[config.mk]
export PLATFORM = sky130hd
export DESIGN_NAME = ram_weight_loader
export DESIGN_NICKNAME = d
export VERILOG_FILES = /design/src/rtl/ram_weight_loader.sv
export SDC_FILE = /design/constraint.sdc
export NUM_CORES = 1
export LEC_CHECK = 0
export ABC_AREA = 1
export BUFFER_PORTS_ARGS = -buffer_cell sky130_fd_sc_hd__buf_4
export CELL_PAD_IN_SITES_DETAIL_PLACEMENT = 0
export CELL_PAD_IN_SITES_GLOBAL_PLACEMENT = 2
export CORE_MARGIN = 4
export CORE_UTILIZATION = 31
export DETAILED_ROUTE_END_ITERATION = 8
export PLACE_DENSITY_LB_ADDON = 0.08
export SLEW_MARGIN = 30
export SYNTH_ARGS = -nofsm -noshare
export SYNTH_HDL_FRONTEND = slang
export SYNTH_SLANG_ARGS = --single-unit
[constraint.sdc]
create_clock -name clk -period 1.8 [get_ports clk]
set_input_delay 0.36 -clock clk [delete_from_list [all_inputs] [get_ports clk]]
set_output_delay 0.36 -clock clk [all_outputs]
set_load 0.005 [all_outputs]
[src/rtl/ram_weight_loader.sv]
// Streams a weight block from the weight RAM and demuxes it to NUM_UNITS neuron-unit write ports.
// Latency: first write RD_LAT+2 cycles after the start edge; writes back-to-back; done one cycle after the last write.
// No backpressure: reads issue every cycle once started; abort flushes in-flight reads.
module ram_weight_loader #(
  parameter int  DATA_W    = 8,
  parameter int  NUM_UNITS = 4,
  parameter int  WPU       = 16,
  parameter int  ADDR_W    = 8,
  parameter int  RD_LAT    = 1,
  localparam int IDX_W     = (WPU > 1) ? $clog2(WPU) : 1
) (
  input  logic                        clk,
  input  logic                        rst_n,
  input  logic                        start,
  input  logic                        bcast,
  input  logic                        abort,
  input  logic [ADDR_W-1:0]           base_addr,
  output logic                        ram_rd_en,
  output logic [ADDR_W-1:0]           ram_addr,
  input  logic [DATA_W-1:0]           ram_data,
  output logic [NUM_UNITS*DATA_W-1:0] weight_bus,
  output logic [NUM_UNITS-1:0]        write,
  output logic [IDX_W-1:0]            weight_idx,
  output logic                        busy,
  output logic                        done
);

  localparam int UNIT_W = $clog2(NUM_UNITS);
  localparam int CNT_W  = $clog2(NUM_UNITS * WPU + 1);

  typedef enum logic [1:0] {IDLE, READ, DRAIN, DONE} state_t;

  state_t                      state_q, state_d;
  logic [ADDR_W-1:0]           base_q, base_d;
  logic                        bcast_q, bcast_d;
  logic [CNT_W-1:0]            total_q, total_d;
  logic [CNT_W-1:0]            cnt_q, cnt_d;
  // unit/idx of the next read to issue
  logic [UNIT_W-1:0]           unit_q, unit_d;
  logic [IDX_W-1:0]            idx_q, idx_d;
  logic                        rd_en_q, rd_en_d;
  logic [ADDR_W-1:0]           addr_q, addr_d;
  // tag of the read currently on the RAM port
  logic [UNIT_W-1:0]           tag_unit_q, tag_unit_d;
  logic [IDX_W-1:0]            tag_idx_q, tag_idx_d;
  // read-valid pipeline; the last stage lines up with valid ram_data
  logic [RD_LAT-1:0]           vld_q, vld_d;
  logic [UNIT_W-1:0]           pipe_unit_q [RD_LAT];
  logic [UNIT_W-1:0]           pipe_unit_d [RD_LAT];
  logic [IDX_W-1:0]            pipe_idx_q  [RD_LAT];
  logic [IDX_W-1:0]            pipe_idx_d  [RD_LAT];
  logic [NUM_UNITS*DATA_W-1:0] bus_q, bus_d;
  logic [NUM_UNITS-1:0]        wr_q, wr_d;
  logic [IDX_W-1:0]            widx_q, widx_d;
  logic                        busy_q, busy_d;
  logic                        done_q, done_d;
  logic                        kill;

  // abort only matters while a load is in flight
  assign kill = abort && ((state_q == READ) || (state_q == DRAIN));

  // FSM next state, read issue and status flags
  always_comb begin
    state_d    = state_q;
    base_d     = base_q;
    bcast_d    = bcast_q;
    total_d    = total_q;
    cnt_d      = cnt_q;
    unit_d     = unit_q;
    idx_d      = idx_q;
    rd_en_d    = 1'b0;
    addr_d     = addr_q;
    tag_unit_d = tag_unit_q;
    tag_idx_d  = tag_idx_q;
    busy_d     = busy_q;
    done_d     = 1'b0;
    case (state_q)
      IDLE: begin
        if (start) begin
          base_d  = base_addr;
          bcast_d = bcast;
          total_d = bcast ? CNT_W'(WPU) : CNT_W'(NUM_UNITS * WPU);
          cnt_d   = '0;
          unit_d  = '0;
          idx_d   = '0;
          busy_d  = 1'b1;
          state_d = READ;
        end
      end
      READ: begin
        rd_en_d    = 1'b1;
        addr_d     = base_q + ADDR_W'(cnt_q);
        tag_unit_d = unit_q;
        tag_idx_d  = idx_q;
        cnt_d      = cnt_q + CNT_W'(1);
        if (idx_q == IDX_W'(WPU - 1)) begin
          idx_d  = '0;
          unit_d = unit_q + UNIT_W'(1);
        end else begin
          idx_d = idx_q + IDX_W'(1);
        end
        if (cnt_q == total_q - CNT_W'(1)) state_d = DRAIN;
      end
      DRAIN: begin
        // last read has left the RAM port and the pipeline is empty
        if (!rd_en_q && (vld_q == '0)) begin
          done_d  = 1'b1;
          busy_d  = 1'b0;
          state_d = DONE;
        end
      end
      DONE: state_d = IDLE;
      default: state_d = IDLE;
    endcase
    if (kill) begin
      state_d = IDLE;
      rd_en_d = 1'b0;
      busy_d  = 1'b0;
      done_d  = 1'b0;
    end
  end

  // read-valid shift register and demux of the emerging word onto the unit buses
  always_comb begin
    vld_d          = '0;
    vld_d[0]       = rd_en_q;
    pipe_unit_d[0] = tag_unit_q;
    pipe_idx_d[0]  = tag_idx_q;
    for (int i = 1; i < RD_LAT; i++) begin
      vld_d[i]       = vld_q[i-1];
      pipe_unit_d[i] = pipe_unit_q[i-1];
      pipe_idx_d[i]  = pipe_idx_q[i-1];
    end
    if (kill) vld_d = '0;

    wr_d   = '0;
    bus_d  = '0;
    widx_d = '0;
    if (vld_q[RD_LAT-1] && !kill) begin
      widx_d = pipe_idx_q[RD_LAT-1];
      for (int u = 0; u < NUM_UNITS; u++) begin
        if (bcast_q || (pipe_unit_q[RD_LAT-1] == UNIT_W'(u))) begin
          wr_d[u]                    = 1'b1;
          bus_d[u*DATA_W +: DATA_W] = ram_data;
        end
      end
    end
  end

  // state and output registers with synchronous reset
  always_ff @(posedge clk) begin
    if (!rst_n) begin
      state_q     <= IDLE;
      base_q      <= '0;
      bcast_q     <= 1'b0;
      total_q     <= '0;
      cnt_q       <= '0;
      unit_q      <= '0;
      idx_q       <= '0;
      rd_en_q     <= 1'b0;
      addr_q      <= '0;
      tag_unit_q  <= '0;
      tag_idx_q   <= '0;
      vld_q       <= '0;
      pipe_unit_q <= '{default: '0};
      pipe_idx_q  <= '{default: '0};
      bus_q       <= '0;
      wr_q        <= '0;
      widx_q      <= '0;
      busy_q      <= 1'b0;
      done_q      <= 1'b0;
    end else begin
      state_q     <= state_d;
      base_q      <= base_d;
      bcast_q     <= bcast_d;
      total_q     <= total_d;
      cnt_q       <= cnt_d;
      unit_q      <= unit_d;
      idx_q       <= idx_d;
      rd_en_q     <= rd_en_d;
      addr_q      <= addr_d;
      tag_unit_q  <= tag_unit_d;
      tag_idx_q   <= tag_idx_d;
      vld_q       <= vld_d;
      pipe_unit_q <= pipe_unit_d;
      pipe_idx_q  <= pipe_idx_d;
      bus_q       <= bus_d;
      wr_q        <= wr_d;
      widx_q      <= widx_d;
      busy_q      <= busy_d;
      done_q      <= done_d;
    end
  end

  assign ram_rd_en  = rd_en_q;
  assign ram_addr   = addr_q;
  assign weight_bus = bus_q;
  assign write      = wr_q;
  assign weight_idx = widx_q;
  assign busy       = busy_q;
  assign done       = done_q;

endmodule

Word level (Yosys, flattened, before mapping)
Cells that the tools add are included.
{"block": "classes", "add_sub_neg": 5, "multipliers": 0, "div_mod_pow": 0, "n_lt_le_gt_ge": 0, "eq_ne": 12, "shifts": 0, "muxes": 22, "bitwise_logic": 3, "reduce_logical": 26}
{"op": "AND reduction 3 bit", "n": 7}
{"op": "2-to-1 mux 7 bit", "n": 2}
{"op": "case mux 7 bit (2 select lines)", "n": 1}
{"op": "2-to-1 mux 2 bit", "n": 5}
{"op": "adder 8 x 7 -> 8 bit", "n": 1}
{"op": "equality test 2 bit (second input constant)", "n": 4}
{"op": "2-to-1 mux 1 bit", "n": 8}
{"op": "2-to-1 mux 4 bit", "n": 2}
{"op": "case mux 2 bit (4 select lines)", "n": 1}
{"op": "case mux 4 bit (2 select lines)", "n": 1}
{"op": "adder 7 x 1 -> 7 bit (second input constant)", "n": 1}
{"op": "equality test 7 bit", "n": 1}
{"op": "subtractor 7 x 1 -> 7 bit (second input constant)", "n": 1}
{"op": "inequality test 2 x 1 -> 1 bit (second input constant)", "n": 3}
{"op": "AND reduction 2 bit", "n": 3}
{"op": "logical OR 1 bit", "n": 5}
{"op": "adder 4 x 1 -> 4 bit (second input constant)", "n": 1}
{"op": "equality test 2 x 1 -> 1 bit (second input constant)", "n": 2}
{"op": "equality test 4 bit (second input constant)", "n": 1}
{"op": "zero test 2 bit", "n": 2}
{"op": "case mux 2 bit (2 select lines)", "n": 1}
{"op": "nonzero test 2 bit", "n": 2}
{"op": "logical AND 1 bit", "n": 3}
{"op": "inverter 1 bit", "n": 3}
{"op": "6 further kinds", "n": 7}
{"block": "word_totals", "reg_bits": 95, "latch_bits": 0, "ram_bits": 0, "rom_bits": 0, "output_inout_bits": 51, "word_cells": 90, "mem_count": 0}

Longest topological paths before layout
Gate-level depths: netlist of the first run.
{"block": "logic_depth", "ltp_word": 6, "mapped_depth": 10, "ltp_nobuf": 9}

Least setup slack after synthesis of the first run
Ideal clock, no wire load.
{"block": "synth_timing", "kind": "reg-to-reg", "start": "register state_q[1]", "end": "register unit_q[1]", "setup_time_ns": 0.127, "arrival_time_ns": 1.394, "t_required_ns": 1.673, "path_slack_ns": 0.279, "stages_incl_launch_ff": 9, "path_buffers": 2, "synth_period_minus_slack_ns": 1.521, "cell_sequence": "dfxtp_1 > inv_1 > ha_1 > buf_6 > inv_2 > clkbuf_1 > nor2_1 > o21ai_0 > o22ai_1"}
{"block": "synth_between", "elab_chain_len": 3, "elab_cells_between_ends": 7, "cone_classes": "eq/ne: 3; mux: 1; reduce/logical: 3"}
{"item": "start: declaration", "line": "33", "text": "state_t state_q, state_d;"}
{"item": "start signal: assignment", "line": "173", "text": "state_q <= state_d;"}
{"item": "equality test 2 x 1 -> 1 bit or zero test 2 bit (tied branches)", "line": "77", "text": "case (state_q)"}
{"item": "inequality test 2 x 1 -> 1 bit (no source line), or another cell as far along"}
{"item": "AND reduction 3 bit (no source line)"}
{"item": "end signal: assignment", "line": "178", "text": "unit_q <= unit_d;"}
{"item": "end: declaration", "line": "39", "text": "logic [UNIT_W-1:0] unit_q, unit_d;"}
Several ways; a longest one is shown, not always the timed one.
A chain may end at the register's enable or synchronous reset.

Final worst setup path of the first run
{"block": "layout_timing", "start": "register state_q[1]", "end": "register cnt_q[6]"}
{"block": "layout_between", "elab_chain_len": 3, "elab_cells_between_ends": 6, "cone_classes": "eq/ne: 2; mux: 1; reduce/logical: 3"}
{"item": "equality test 2 x 1 -> 1 bit or zero test 2 bit (tied branches)", "line": "77"}
{"item": "nonzero test 2 bit (no source line) or inequality test 2 bit (tied branches)"}
{"item": "AND reduction 2 bit (no source line)"}
{"item": "end signal: assignment", "line": "177", "text": "cnt_q <= cnt_d;"}
{"item": "end: declaration", "line": "37", "text": "logic [CNT_W-1:0] cnt_q, cnt_d;"}
Several ways; a longest one is shown, not always the timed one.

==> impl_results.md, run 1 <==
- Highest Clock Rate: 617 MHz
- Maximum capacitance violations: 0
- WHS Endpoint: pipe_unit_q[1]
- Crit share post-route: 0.900
- Final HPWL DP: 6040 um
- Cts bufs inserted: 9
- Cell Area, Synth: 0.00329 mm^2
- Unrepaired setup endpoints after global routing: false
- Post-synth top flop: dfxtp_1
- Sink Count: 89
- Mux contribution to synthesized area: 0
- Logic pwr share: 0.286
- Met3 wire len: 444 um
- Post-Synth XOR/XNOR Area: 0.0133
- Clk_skew: 0.00974 ns
- Syn. warnings: 0
- Yosys cell types: 32
- Worst hold stages: 3
- Number of synthesized flops with an enable pin: 0
- Wire per inst: 12.7 um
- Crit path max fanout: 9
- Leak: 0.00202 uW
- Inserted Diodes: 0
- Sw Ratio: 0.353
- Async SR Flop Fraction: 0
- Status: finished clean
- Most common cell after layout, fill and taps aside: nor2_1
- Rel. slew slack: 0.778
- CTS Buffer Depth: 2
- Dpl ws: 0.0941 ns
- Power Dens Cells: 1230 mW/mm^2
- Arr. time, crit path: 1.91 ns
- Complex-gate fraction of the synthesized area: 0.0980
- Internal cell power: 3360 uW
- CTS Hold Bufs: 0
- Slowest CP cell: dfxtp_1
- First-pass DRT Iterations: 4
- Final setup vio count: 0
- Reg power frac: 0.458
- Die footprint: 0.0123 mm^2
- Period minus WS final: 1.62 ns
- Die Ht: 111 um
- Register-to-Register Setup Slack: 0.18 ns
- Vias per cell: 4.29
- Worst vdd ir: 0.418 mV
- Post-CTS Setup Repair Bufs: 0
- Seq/Total Area, Yosys: 0.541
- Core Area: 0.0103 mm^2
- Setup WS post-layout: 0.180 ns
- Post-synthesis adder-cell area fraction: 0.0555
- Antenna Nets Post-Route: 0
- Skew-Pair Late Insertion Delay: 0.35 ns
- Starting Density: 0.319
- First-iteration detailed-routing DRC count: 92
- Syn Area/Cell: 8.25 um^2
- Vias in the first global route: 2730
- Worst Setup End Kind: flop
- Final Hold Violating Endpoints: 0
- WL met1: 3950 um
- Crit start category: flop
- PortBufs: 71
- Share of cells above drive strength 1: 0.240
- Mapped Cells: 399
- Tightest Hold Check Type: in -> reg
- Via count: 2678
- GP Congestion: 0.756
- CTS tree: done
- Worst-path cell chain: inv_1 > ha_1 > inv_2 > o21ai_4 > inv_4 > nor2_4 > nand3_2 > xor2_1 > nor2_1
- RR Endpoint: cnt_q[6]
- Fin. max-slew vios: 0
- Crit Path Class: reg -> reg
- Worst path top cell family by delay: flip-flops
- Drt total wl: 7950 um
- Syn nets: 434
- Worst path buffer plus inverter count: 3
- Max layer used: met4
- Clock network fraction of design power: 0.256
- Grt total ovfl: 0
- Net Sw Power: 1830 uW
- Initial antenna violation count: 0
- CP required: 2.09 ns
- First-pass GRT wire length: 13600 um
- Clock transition at the registers of the reported paths: 0.10 ns
- Area growth syn-to-layout: 28.6%
- Post-cts sizing count: 0
- Reg2reg start: state_q[1]
- Residual DRC: 0
- CTS root buf: clkbuf_8
- Most frequent cells in the layout: nor2_1, dfxtp_1, buf_4, inv_1, nand2_1
- I/O pin cnt: 72
- Die Wd: 111 um
- Fin nets: 518
- H-tree depth: 3
- Largest net degree at the start of global routing: 26
- Setup_tns: 0 ns
- Largest family of logic cells by synthesized area: simple AND/OR/NAND/NOR gates
- Gr usage total: 0.137
- WL met2: 3460 um
- Seq cells post-synth: 89
- Post-Synth Simple-Gate Area: 0.217
- Hold path startpoint: rst_n
- Reg2Reg Depth: 9
- Worst slew pin tran: 0.332 ns
- Critical Path Max Stage Delay: 0.34 ns
- Row cnt: 37
[area by class of cell]
cell class / count / area, um^2
clock buffer: 9 / 124
inverter: 54 / 205
multi-input combinational: 247 / 1270
timing repair buffer: 82 / 616
tap: 136 / 170
sequential: 89 / 1780
clock inverter: 7 / 67.6
fill: 1076 / 6090
[cell families after synthesis]
logic type | Yosys count
adder cells (fa/ha/maj) | 14
AO/OA/AOI/OAI | 56
buffers and inverters | 63
XOR/XNOR | 5
flip-flops | 89
AND/OR/NAND/NOR | 172
[power by group through the flow]
stage                     combinational, uW  clock, uW  sequential (uW)
after floorplan                         978          0             2400
after global placement                 1500          0             2430
after detailed placement               1490          0             2430
after CTS                              1500       1400             2380
after global routing                   1710       1500             2420
final                                  1490       1330             2380
[worst max-delay path by stage]
stage | startpoint | endpoint | slack [ns] | cells after the start
2_1_floorplan | state_q[1] | unit_q[1] | 0.28 | 8
4_1_cts | state_q[0] | weight_bus[27] | 0.06 | 7
5_1_grt | state_q[1] | cnt_q[6] | 0.01 | 9
3_3_place_gp | state_q[0] | weight_bus[28] | 0.09 | 7
6_report | state_q[1] | cnt_q[6] | 0.18 | 9
3_5_place_dp | state_q[0] | weight_bus[27] | 0.09 | 7
[worst register-to-register path: cells and delay by family (launching register included)]
kind	cells	cell delay, ns
compound gates	1	0.30
xor+xnor	1	0.14
fa+ha+maj	1	0.20
buf+inv	3	0.29
flops	1	0.34
simple gates	3	0.29
[Yosys cell counts, types with 2 or more instances]
| cell type | count | area share |
|---|---|---|
| nand3_1 | 17 | 0.026 |
| xor2_1 | 5 | 0.013 |
| o21a_1 | 2 | 0.0046 |
| nand2_2 | 2 | 0.0038 |
| inv_2 | 5 | 0.0057 |
| clkbuf_1 | 7 | 0.0080 |
| nand2_1 | 42 | 0.048 |
| nand3b_1 | 2 | 0.0046 |
| dfxtp_1 | 89 | 0.54 |
| a211oi_1 | 3 | 0.0068 |
| o21ai_0 | 22 | 0.033 |
| inv_1 | 48 | 0.055 |
| nor2_1 | 98 | 0.11 |
| ha_1 | 13 | 0.049 |
| a21oi_1 | 24 | 0.036 |
| nand4_1 | 4 | 0.0076 |
[per-stage QoR]
step | std cells | instance area [um^2] | total power [uW] | util | hold WS, ns
3_5_place_dp | 608 | 4040 | 3920 | 0.391 | 0.402
5_1_grt | 624 | 4240 | 5630 | 0.410 | 0.213
3_3_place_gp | 608 | 4040 | 3920 | 0.391 | 0.400
6_report | 624 | 4240 | 5200 | 0.410 | 0.239
2_1_floorplan | 399 | 3290 | 3380 | - | 0.394
4_1_cts | 624 | 4230 | 5280 | 0.410 | 0.219
[flip-flops by register name (all words and copies together) (netlist names)]
signal and cells:
base_q 8, pipe_idx_q 4, busy 1, write 4, vld_q 1, total_q 2, ram_rd_en 1, done 1
ram_addr 8, pipe_idx_d 4, weight_idx 4, unit_q 2, idx_q 4, weight_bus 32, pipe_unit_d 2, state_q 2
pipe_unit_q 2, cnt_q 7
[metal layers]
metal / vias to the layer above / track usage
met5: - / 0
met4: 0 / 0.0422
met3: 8 / 0.0442
met2: 73 / 0.208
met1: 1171 / 0.185
li1: 1426 / -
Note: power is estimated with default switching activity, not from simulation.
==> run 2, diff against run 1 <==
- BUFFER_PORTS_ARGS: -buffer_cell sky130_fd_sc_hd__buf_4 -> -buffer_cell sky130_fd_sc_hd__buf_2
==> impl_results.md, run 2 (synthesis results as in run 1) <==
- Largest register FFs: 32 (unchanged)
- Die footprint: 0.0123 mm^2 (unchanged)
- Maximum capacitance violations: 0 (unchanged)
- Worst-path cell chain: inv_1 > ha_1 > o21ai_4 > nand2_1 > o21ai_0 > o22ai_1 (was inv_1 > ha_1 > inv_2 > o21ai_4 > inv_4 > nor2_4 > nand3_2 > xor2_1 > nor2_1)
- Cts bufs inserted: 9 (unchanged)
- Share of cells above drive strength 1: 0.228 (was 0.240)
- Via count: 2656 (was 2678)
- Arr. time, crit path: 1.92 ns (was 1.91 ns)
- Final setup vio count: 0 (unchanged)
- Leak: 0.00201 uW (was 0.00202 uW)
- Worst slew pin tran: 0.316 ns (was 0.332 ns)
- H-tree depth: 3 (unchanged)
- Most frequent cells in the layout: nor2_1, dfxtp_1, buf_2, inv_1, nand2_1 (was nor2_1, dfxtp_1, buf_4, inv_1, nand2_1)
- Vias per cell: 4.26 (was 4.29)
- Worst vdd ir: 0.417 mV (was 0.418 mV)
- CTS tree: done (unchanged)
- Most common cell after layout, fill and taps aside: nor2_1 (unchanged)
- Antenna Nets Post-Route: 0 (unchanged)
- CP required: 2.04 ns (was 2.09 ns)
- Skew-Pair Late Insertion Delay: 0.36 ns (was 0.35 ns)
- Period minus WS final: 1.68 ns (was 1.62 ns)
- Area growth syn-to-layout: 23.2% (was 28.6%)
- Largest net degree at the start of global routing: 26 (unchanged)
- Wire per inst: 12.7 um (about the same)
- Crit share post-route: 0.936 (was 0.900)
- Core Area: 0.0103 mm^2 (unchanged)
- Fillers: 1098 (was 1076)
- Clock transition at the registers of the reported paths: 0.09 ns (was 0.10 ns)
- Setup_tns: 0 ns (unchanged)
- Fin nets: 517 (was 518)
- Setup WS post-layout: 0.115 ns (was 0.180 ns)
- Crit Path Class: reg -> reg (unchanged)
- PortBufs: 71 (unchanged)
- Clk_skew: 0.0113 ns (was 0.00974 ns)
- Residual DRC: 0 (unchanged)
- CTS Buffer Depth: 2 (unchanged)
- Unrepaired setup endpoints after global routing: false (unchanged)
- Fin. max-slew vios: 0 (unchanged)
- Tightest Hold Check Type: in -> reg (unchanged)
- Die Ht: 111 um (unchanged)
- Rel. slew slack: 0.788 (was 0.778)
- Die Wd: 111 um (unchanged)
- Crit path max fanout: 9 (unchanged)
- Post-CTS Setup Repair Bufs: 0 (unchanged)
- Critical Path Max Stage Delay: 0.36 ns (was 0.34 ns)
- Grt total ovfl: 0 (unchanged)
- Crit start category: flop (unchanged)
- Slowest CP cell: dfxtp_1 (unchanged)
- First-pass DRT Iterations: 4 (unchanged)
- Drt total wl: 7930 um (was 7950 um)
- Final Hold Violating Endpoints: 0 (unchanged)
- CTS root buf: clkbuf_8 (unchanged)
- Dpl ws: 0.124 ns (was 0.0941 ns)
- I/O pin cnt: 72 (unchanged)
- GP Congestion: 0.750 (was 0.756)
- Final HPWL DP: 6040 um (about the same)
- Row cnt: 37 (unchanged)
- Sink Count: 89 (unchanged)
- Inserted Diodes: 0 (unchanged)
- Status: finished clean (unchanged)
- Initial antenna violation count: 0 (unchanged)
- First-iteration detailed-routing DRC count: 96 (was 92)
- Highest Clock Rate: 594 MHz (was 617 MHz)
- Starting Density: 0.319 (unchanged)
- Worst Setup End Kind: flop (unchanged)
- Power Dens Cells: 1280 mW/mm^2 (was 1230 mW/mm^2)
- First-pass GRT wire length: 13600 um (about the same)
- Vias in the first global route: 2712 (was 2730)
- Final total power: 5190 uW (was 5200 uW)
- Gr usage total: 0.138 (was 0.137)
==> run 2: cell types whose count changed in the layout (fill, tap and decap cells not counted), moves of 2 or more <==
cell / change
clkinv_4: +3
inv_6: -2
buf_2: +71
buf_4: -72
inv_8: -3
nor2_1: +2
nor2_2: -2
==> run 2: critical path: cells and delay by family (launching register included) <==
family / cells / cell delay, ns
buffers and inverters: 1 / 0.09
AO/OA/AOI/OAI: 3 / 0.68
flip-flops: 1 / 0.36
AND/OR/NAND/NOR: 1 / 0.16
adder cells (fa/ha/maj): 1 / 0.29
==> run 2: timing repair <==
action	CTS	global route
hold buffers	0	0
gates resized for setup	0	1
setup endpoints to repair	0	8
==> run 2: worst paths after layout <==
kind | from | to | slack (ns) | cells past startpoint
setup reg to reg | state_q[0] | unit_q[1] | 0.12 | 6
hold reg to reg | pipe_idx_q[2] | weight_idx[2] | 0.41 | 2
setup / recovery | state_q[0] | unit_q[1] | 0.12 | 6
hold / removal | base_addr[1] | base_q[1] | 0.24 | 3
==> run 2: power by group <==
| group | switching [uW] | internal, uW | total (uW) |
|---|---|---|---|
| Combinational | 877 | 526 | 1400 |
| Clock | 718 | 690 | 1410 |
| Sequential | 155 | 2220 | 2380 |
| Total | 1750 | 3440 | 5190 |
==> run 2: metrics by stage <==
step | cell area, um^2 | cells | utilization | hold WS (ns)
final | 4060 | 623 | 0.393 | 0.242
after global routing | 4060 | 623 | 0.393 | 0.248
after CTS | 4060 | 623 | 0.393 | 0.224
after detailed placement | 3850 | 607 | 0.373 | 0.402
after global placement | 3850 | 607 | 0.373 | 0.404
after floorplan | 3290 | 399 | - | 0.394
==> run 2: area by class of cell <==
class	instances	area, um^2	area share
sequential	89	1780	0.439
multi-input combinational	247	1260	0.311
timing repair buffer	81	430	0.106
inverter	54	205	0.0506
tap	136	170	0.0419
clock buffer	11	141	0.0348
clock inverter	5	65.1	0.0160
==> run 2: layer usage <==
| metal | track usage | part of all wire |
|---|---|---|
| met3 | 0.0344 | 0.053 |
| met2 | 0.214 | 0.43 |
| met5 | 0 | 0 |
| met4 | 0.0633 | 0.019 |
| met1 | 0.180 | 0.50 |
==> run 3, diff against run 2 <==
- CORE_UTILIZATION: 31 -> 33
- clock period: 1.8 -> 2 ns (I/O delays scaled with it)
==> impl_results.md, run 3 (synthesis results as in run 1) <==
- Vias in the first global route: 2536 (was 2712)
- GP Congestion: 0.729 (was 0.750)
- Worst vdd ir: 0.376 mV (was 0.417 mV)
- Grt total ovfl: 0 (unchanged)
- PortBufs: 71 (unchanged)
- Via count: 2646 (was 2656)
- First-pass GRT wire length: 12500 um (was 13600 um)
- Area growth syn-to-layout: 21.6% (was 23.2%)
- Final Hold Violating Endpoints: 0 (unchanged)
- Die Wd: 108 um (was 111 um)
- Share of cells above drive strength 1: 0.222 (was 0.228)
- Drt total wl: 7740 um (was 7930 um)
- Tightest Hold Check Type: in -> reg (unchanged)
- Antenna Nets Post-Route: 0 (unchanged)
- Unrepaired setup endpoints after global routing: false (unchanged)
- Inserted Diodes: 0 (unchanged)
- Row cnt: 36 (was 37)
- Skew-Pair Late Insertion Delay: 0.36 ns (about the same)
- Max layer used: met4 (unchanged)
- Internal cell power: 2920 uW (was 3440 uW)
- Die Ht: 108 um (was 111 um)
- CTS tree: done (unchanged)
- Final HPWL DP: 5860 um (was 6040 um)
- Crit path max fanout: 9 (unchanged)
- Starting Density: 0.338 (was 0.319)
- Rel. slew slack: 0.789 (was 0.788)
- Clk_skew: 0.00810 ns (was 0.0113 ns)
- Most common cell after layout, fill and taps aside: nor2_1 (unchanged)
- Dpl ws: 0.298 ns (was 0.124 ns)
- CTS Hold Bufs: 0 (unchanged)
- Worst slew pin tran: 0.315 ns (was 0.316 ns)
- Wire per inst: 12.6 um (was 12.7 um)
- Clock transition at the registers of the reported paths: 0.09 ns (about the same)
- I/O pin cnt: 72 (unchanged)
- WL met2: 3320 um (was 3410 um)
- Die footprint: 0.0116 mm^2 (was 0.0123 mm^2)
- Post-cts sizing count: 0 (unchanged)
- CTS root buf: clkbuf_8 (unchanged)
- Worst Setup End Kind: flop (unchanged)
- Period minus WS final: 1.74 ns (was 1.68 ns)
- H-tree depth: 3 (unchanged)
- CP required: 2.24 ns (was 2.04 ns)
- Largest net degree at the start of global routing: 26 (unchanged)
- Leak: 0.00198 uW (was 0.00201 uW)
- Final setup vio count: 0 (unchanged)
- First-iteration detailed-routing DRC count: 64 (was 96)
- Highest Clock Rate: 574 MHz (was 594 MHz)
- Arr. time, crit path: 1.98 ns (was 1.92 ns)
- Largest register FFs: 32 (unchanged)
- Clock network fraction of design power: 0.257 (was 0.272)
- WL met1: 3850 um (was 3950 um)
- Net Sw Power: 1610 uW (was 1750 uW)
- Crit share post-route: 0.871 (was 0.936)
- Fin nets: 513 (was 517)
- Crit start category: flop (unchanged)
- Status: finished clean (unchanged)
- Sink Count: 89 (unchanged)
- Setup_tns: 0 ns (unchanged)
- First-pass DRT Iterations: 4 (unchanged)
- Crit Path Class: reg -> reg (unchanged)
- Met3 wire len: 509 um (was 418 um)
- CTS Buffer Depth: 2 (unchanged)
- Initial antenna violation count: 0 (unchanged)
- Residual DRC: 0 (unchanged)
- Reg power frac: 0.472 (was 0.458)
- Fin. max-slew vios: 0 (unchanged)
- Maximum capacitance violations: 0 (unchanged)
- Setup WS post-layout: 0.257 ns (was 0.115 ns)
- Cts bufs inserted: 9 (unchanged)
- Gr usage total: 0.138 (about the same)
- Logic pwr share: 0.271 (was 0.270)
- Sw Ratio: 0.356 (was 0.337)
- Power Dens Cells: 1130 mW/mm^2 (was 1280 mW/mm^2)
- Core Area: 0.00973 mm^2 (was 0.0103 mm^2)
- Post-CTS Setup Repair Bufs: 0 (unchanged)
- Vias per cell: 4.30 (was 4.26)
- Most frequent cells in the layout: nor2_1, dfxtp_1, buf_2, inv_1, nand2_1 (unchanged)
[run 3: cell count changes in the layout (fill, tap and decap cells not counted), moves of 2 or more]
cell        delta
inv_6          +3
buf_4          -4
clkinv_4       -4
clkinvlp_4     +2
[run 3: through the flow]
stage	power (uW)	instance area (um^2)	cells	hold WS, ns	util
after floorplan	3040	3290	399	0.394	-
after global placement	3440	3820	600	0.400	0.392
after detailed placement	3430	3820	600	0.405	0.392
after CTS	4620	4000	616	0.273	0.412
after global routing	4880	4000	616	0.292	0.412
final	4530	4000	616	0.294	0.412
[run 3: path summary, 6_finish.rpt]
kind	start	to	slack [ns]	cells past startpoint
max	state_q[0]	unit_q[1]	0.26	6
min	base_addr[2]	base_q[2]	0.29	3
max reg2reg	state_q[0]	unit_q[1]	0.26	6
min reg2reg	pipe_idx_q[2]	weight_idx[2]	0.42	2
[run 3: layer usage]
| metal | global-route usage | up-vias |
|---|---|---|
| li1 | - | 1410 |
| met1 | 0.184 | 1162 |
| met2 | 0.212 | 69 |
| met3 | 0.0390 | 5 |
| met4 | 0.0460 | 0 |
| met5 | 0 | - |
[run 3: layout make-up]
cell class / count / area [um^2]
Clock buffer: 9 / 124
Clock inverter: 7 / 62.6
Fill cell: 1044 / 5730
Inverter: 54 / 205
Multi-Input combinational cell: 247 / 1260
Sequential cell: 89 / 1780
Tap cell: 133 / 166
Timing Repair Buffer: 77 / 400
[run 3: power groups by stage]
stage               sequential, uW  combinational (uW)  clock [uW]
finish                        2140                1230        1170
global route                  2170                1420        1290
CTS                           2140                1260        1220
detailed placement            2180                1250           0
global placement              2180                1250           0
floorplan                     2160                 880           0
[run 3: worst max-delay path: stages, from the launching register on]
cell,delay [ns]
dfxtp_1,0.38
inv_1,0.10
ha_1,0.30
o21ai_4,0.33
nand2_1,0.15
o21ai_0,0.26
o22ai_1,0.10
